$ cat src/rtl/ssds_scan_driver.sv
// Scan driver for a 4-digit common-anode seven-segment display: refresh timing, inter-digit blanking, per-slot snapshot.
// Optional PWM dimming with a brightness port is enabled by defining SSDS_BRIGHTNESS_EN.
module ssds_scan_driver #(
   parameter int DIVIDER      = 50000,
   parameter int BLANK_CYCLES = 64
) (
   input  logic       clk,
   input  logic       rst,
   input  logic       en,
   input  logic [6:0] digit_0,
   input  logic [6:0] digit_1,
   input  logic [6:0] digit_2,
   input  logic [6:0] digit_3,
   input  logic [3:0] dots,
`ifdef SSDS_BRIGHTNESS_EN
   input  logic [3:0] brightness,
`endif
   output logic [6:0] seg_out,
   output logic       dp_out,
   output logic [3:0] an_out
);

   localparam int            CW    = (DIVIDER > 1) ? $clog2(DIVIDER) : 1;
   localparam logic [CW-1:0] LAST  = CW'(DIVIDER - 1);
   localparam logic [CW-1:0] BLANK = CW'(BLANK_CYCLES);

   logic [CW-1:0] slot_cnt;
   logic [1:0]    digit_idx;
   logic [6:0]    snap_seg;
   logic          snap_dot;
   logic [6:0]    cur_seg;
   logic [6:0]    lit_seg;
   logic          lit_dot;
   logic          pwm_on;
   logic [6:0]    seg_nxt;
   logic          dp_nxt;
   logic [3:0]    an_nxt;

   // NOTE: sequential state uses non-blocking assignments so every register samples pre-edge values.
   always_ff @(posedge clk or posedge rst) begin
      if (rst) begin
         slot_cnt  <= '0;
         digit_idx <= '0;
      end else if (!en) begin
         slot_cnt  <= '0;
         digit_idx <= '0;
      end else if (slot_cnt == LAST) begin
         slot_cnt  <= '0;
         digit_idx <= digit_idx + 2'd1;
      end else begin
         slot_cnt  <= slot_cnt + CW'(1);
      end
   end

   always_comb begin
      case (digit_idx)
         2'd0:    cur_seg = digit_0;
         2'd1:    cur_seg = digit_1;
         2'd2:    cur_seg = digit_2;
         default: cur_seg = digit_3;
      endcase
   end

   // Data is frozen at the first cycle of a slot so mid-slot bus writes cannot tear the digit.
   always_ff @(posedge clk or posedge rst) begin
      if (rst) begin
         snap_seg <= '0;
         snap_dot <= 1'b0;
      end else if (en && slot_cnt == '0) begin
         snap_seg <= cur_seg;
         snap_dot <= dots[digit_idx];
      end
   end

   // Bypass the snapshot in the capture cycle itself, which only matters when BLANK_CYCLES is 0.
   assign lit_seg = (slot_cnt == '0) ? cur_seg : snap_seg;
   assign lit_dot = (slot_cnt == '0) ? dots[digit_idx] : snap_dot;

`ifdef SSDS_BRIGHTNESS_EN
   logic [3:0] pwm_cnt;

   always_ff @(posedge clk or posedge rst) begin
      if (rst)     pwm_cnt <= '0;
      else if (en) pwm_cnt <= pwm_cnt + 4'd1;
   end

   assign pwm_on = (brightness == 4'hF) || (pwm_cnt < brightness);
`else
   assign pwm_on = 1'b1;
`endif

   // NOTE: every output of this block gets a default first, so no latch can be inferred.
   always_comb begin
      an_nxt  = 4'b1111;
      seg_nxt = 7'h7F;
      dp_nxt  = 1'b1;
      if (en && slot_cnt >= BLANK && pwm_on) begin
         an_nxt  = ~(4'b0001 << digit_idx);
         seg_nxt = ~lit_seg;
         dp_nxt  = ~lit_dot;
      end
   end

   always_ff @(posedge clk or posedge rst) begin
      if (rst) begin
         an_out  <= 4'b1111;
         seg_out <= 7'h7F;
         dp_out  <= 1'b1;
      end else begin
         an_out  <= an_nxt;
         seg_out <= seg_nxt;
         dp_out  <= dp_nxt;
      end
   end

endmodule
$ cat config.mk
export PLATFORM = sky130hd
export DESIGN_NAME = ssds_scan_driver
export DESIGN_NICKNAME = d
export VERILOG_FILES = /design/src/rtl/ssds_scan_driver.sv
export SDC_FILE = /design/constraint.sdc
export NUM_CORES = 1
export LEC_CHECK = 0
export ABC_CLOCK_PERIOD_IN_PS = 4100
export CORE_MARGIN = 5
export CORE_UTILIZATION = 40
export CTS_CLUSTER_SIZE = 12
export DETAILED_ROUTE_END_ITERATION = 8
export PLACE_DENSITY_LB_ADDON = 0.15
export REMOVE_ABC_BUFFERS = 1
export SETUP_SLACK_MARGIN = 0.2
export SLEW_MARGIN = 20
export SYNTH_ARGS = -nofsm -noshare
export SYNTH_HDL_FRONTEND = slang
export SYNTH_SLANG_ARGS = --single-unit
$ cat constraint.sdc
create_clock -name clk -period 4.1 [get_ports clk]
set_clock_uncertainty 0.2 [all_clocks]
set_input_delay 1.23 -clock clk [delete_from_list [all_inputs] [get_ports clk]]
set_output_delay 1.23 -clock clk [all_outputs]
set_load 0.05 [all_outputs]
---- Yosys cells after proc, flatten, opt, wreduce, memory -nomap -nowiden ----
Index checks and enable logic that the tools add are counted.
cells by class
  muxes and demuxes ....................... 12
  order comparisons ....................... 2
  shifts and indexed selects .............. 1
  reductions and logical operators ........ 4
  bitwise gates (word level) .............. 3
  eq/ne operators ......................... 4
  $add $sub $neg .......................... 2
operators by type and width
  kind                     number
  $mux W16                 2
  $pmux W7 S3              1
  $add A16 B1 Y16 const B  1
  $eq A16 B16 Y1 const B   1
  $ge A16 B7 Y1 const B    1
  $logic_not A16 Y1        1
  $mux W7                  2
  $not A7 Y7               1
  $mux W2                  2
  $mux W4                  1
  $not A4 Y4               1
  $shl A1 B2 Y4 const A    1
  $lt A2 B3 Y1 const B     1
  $mux W1                  3
  $add A2 B1 Y2 const B    1
  $bmux W1 S2              1
  $eq A2 B1 Y1 const B     1
  $eq A2 B2 Y1 const B     1
  $logic_and A1 B1 Y1      2
  $logic_not A2 Y1         1
  $ne A2 B1 Y1 const B     1
  $not A1 Y1               1
storage, ports and cells
  register bits ........................... 38

---- Logic depth before layout (Yosys ltp) ----
  depth in word-level cells ............... 5
  depth in mapped cells ................... 6
  mapped depth without buffers ............ 5

---- Worst setup path before layout ----
No wires, ideal clock.
  path kind ............................... input-to-reg
  start ................................... input en
  end ..................................... register snap_dot
  stages .................................. 4
  slack ................................... 1.817 ns
  data arrival time ....................... 1.959 ns
  buffers on the path ..................... 1
  data required time ...................... 3.775 ns
  cell sequence ........................... and3_1 -> and3_1 -> buf_4 -> mux2_2
between the ends
  longest elaborated chain between the ends .. 1
ends and longest elaborated chain
  what                  RTL line  text
  start, declared       9         input logic en,
  $logic_and A1 B1 Y1   69        end else if (en && slot_cnt == '0) begin
  end signal, assigned  71        snap_dot <= dots[digit_idx];
  end, declared         30        logic snap_dot;
Every way passes these cells.
A chain may end at the register's enable or synchronous reset.

---- Worst setup path after layout ----
  start ................................... register an_out[3]
  end ..................................... output an_out[3]
RTL lines
  what                    RTL line  text
  start, declared         20        output logic [3:0] an_out
  start signal, assigned  110       an_out <= an_nxt;
No word-level cell between the ends.

==> metrics.csv <==
metric,value,unit
num-nets-final,265,
highest_layer,met4,
final.setup.tns,0,ns
crit_path_top_delay_cell,clkdlybuf4s50_1,
critical-path-top-delay-family,buffers and inverters,
numCtsBuffers,5,
overflow,0,
gr-usage-all-layers,15.1,%
place_area,0.00238,sq mm
drt-met1-wl,1.78,mm
cts.sinks,38,
p_sw,0.178,mW
post-route-period-util,74.2,%
p_clk_share,43.3,%
tightest_slew,0.740,ns
critPathMaxStageDelay,0.80,ns
dieArea,0.00617,sq mm
synth-seq-cells,38,
slew_viol_final,0,
final_common_cell,clkdlybuf4s50_1,
power,0.872,mW
dr_wl_met2,2.23,mm
io_buffers,46,
vias,1493,
reg2reg_depth,4,
power_switching_share,20.4,%
ios,47,
grt_max_degree,22,
final_cells,278,
hold_depth,1,
dp.final_hpwl,3.28,mm
die_x,78.5,um
synthCells,176,
hold_path_class,flip-flop to flip-flop,
seq_power_share,47.0,%
vias_per_cell,5.37,
synth_seq_area_share,51.4,%
postCtsHoldBufs,0,
grt_pass1_wl,7.42,mm
cp_max_fo,1,
syn_avg_cell_area,10.7,sq um
drtIter0Drc,66,
power.density,347,mW/mm^2
utilization,54.3,%
setup-violations-final,0,
period_minus_slack,3.04,ns
place_inst,270,
core-area,0.00463,sq mm
yosysWarnings,0,
cp.required,2.67,ns
critPathCaptureType,primary output,
grt_pass1_vias,1568,
drc,0,
clkTransAtPathRegs,0.08,ns
post-cts-setup-buffer-count,0,
synthFlopType,dfrtp_1,
worstSetupPathType,flip-flop to primary output,
final_cell_area,0.00251,sq mm
clock-root-buffer,clkbuf_8,
dieHeight,78.5,um
path_cells,clkdlybuf4s50_1,
gp_congestion,0.817,
rsz0062_at_grt,false,
antenna_cells,0,
first_pass_iters,4,
yosys.cell_types.count,30,
cap_viol_max_count,0,
core.rowCount,25,
cts_tree,built,
internal-power,0.694,mW
drive_gt1_share,14.7,%
htreeDepth,2,
cts_resized,0,
route.met3.wl,252,um
ir_worst_vdd,0.000214,V
cp_num_cells,1,
start_util,40.6,%
ys_async_sr_fraction,100,%
p_leak,1.01,nW
critPathLaunchType,flip-flop,
critPathBufInv,1,
relSlewSlack,50.6,%
report.final.hold_viol_count,0,
syn_area,0.00188,sq mm
antenna_found_initial,0,
ant_nets,0,
fmax,329,MHz
wl_per_cell,15.5,um
status,finished clean,
wl,4.32,mm
synth_edf_count,0,
clk_latency,0.29,ns
cts_buffer_depth,2,
combPwrFrac,9.7,%
layout_common_cells,"clkdlybuf4s50_1 (46), dfrtp_1 (26), nor2_1 (17)",
arrival,1.61,ns
layout-area-overhead-vs-synth,33.8,%
-- worst paths after layout --
kind | slack [ns] | startpoint | to
setup / recovery | 1.06 | an_out[3]$_DFF_PP1_ | an_out[3]
hold reg to reg | 0.20 | snap_seg[5]$_DFFE_PP0P_ | seg_out[5]$_DFF_PP1_
setup reg to reg | 1.57 | slot_cnt[12]$_DFF_PP0_ | snap_seg[0]$_DFFE_PP0P_
hold / removal | 0.20 | snap_seg[5]$_DFFE_PP0P_ | seg_out[5]$_DFF_PP1_
max in group asynchronous | 1.81 | rst | slot_cnt[0]$_DFF_PP0_
min in group asynchronous | 1.17 | rst | snap_seg[1]$_DFFE_PP0P_
-- area by class of cell --
| type | instances | area [sq um] |
|---|---|---|
| sequential | 38 | 966 |
| inverter | 7 | 26.3 |
| fill | 417 | 2110 |
| clock buffer | 5 | 68.8 |
| timing repair buffer | 47 | 468 |
| clock inverter | 3 | 68.8 |
| tap | 54 | 67.6 |
| multi-input combinational | 124 | 850 |
-- sequential cells by signal (all words and copies together) (netlist names) --
signal	count
an_out	4
digit_idx	2
dp_out	1
seg_out	7
slot_cnt	16
snap_dot	1
snap_seg	7
-- metrics by stage --
| step | hold slack (ns) | setup WS, ns |
|---|---|---|
| floorplan | 0.168 | 1.76 |
| global placement | 0.191 | 1.05 |
| detailed placement | 0.197 | 0.970 |
| CTS | 0.203 | 1.04 |
| global route | 0.226 | 1.02 |
| finish | 0.197 | 1.06 |
-- cells in the mapped netlist (2+ instances only) --
master / number / share of area [%]
nor3_1: 3 / 0.80
nand2_1: 16 / 3.2
a21boi_0: 2 / 0.80
dfstp_2: 12 / 17
mux2_2: 8 / 4.8
and4_1: 3 / 1.4
clkbuf_1: 5 / 1.0
inv_1: 7 / 1.4
nor2_1: 17 / 3.4
o21ai_0: 16 / 4.3
xnor2_1: 5 / 2.3
nand4_1: 3 / 1.0
and3_1: 4 / 1.3
nor4_1: 3 / 1.0
ha_1: 7 / 4.7
nand3_1: 11 / 2.9
or4_1: 2 / 0.80
xor2_1: 8 / 3.7
dfrtp_1: 26 / 35
or4_4: 2 / 1.2
a222oi_1: 7 / 3.7
-- cells by family (layout without fill, tap and decap cells) --
| group | Yosys count | count (layout) | share of synthesized area (%) |
|---|---|---|---|
| AO/OA/AOI/OAI | 28 | 28 | 10.3 |
| XOR/XNOR | 13 | 13 | 6.06 |
| adder cells (fa/ha/maj) | 7 | 7 | 4.66 |
| buffers and inverters | 14 | 62 | 3.40 |
| flip-flops | 38 | 38 | 51.4 |
| multiplexers | 9 | 9 | 5.99 |
| AND/OR/NAND/NOR | 67 | 67 | 18.2 |
-- power groups by stage --
stage          logic, mW  clock network, mW  registers [mW]
3_5_place_dp      0.0870                  0           0.416
4_1_cts           0.0875              0.385           0.410
5_1_grt           0.0944              0.400           0.413
2_1_floorplan     0.0420                  0           0.412
6_report          0.0849              0.377           0.410
3_3_place_gp      0.0828                  0           0.415
-- routing by layer --
layer  GRT usage [%]  vias up
met1            17.3      727
li1                -      725
met4            4.90        0
met3            4.13        6
met5               0        -
met2            26.9       35
No activity file was read; power rests on OpenSTA's default activity.
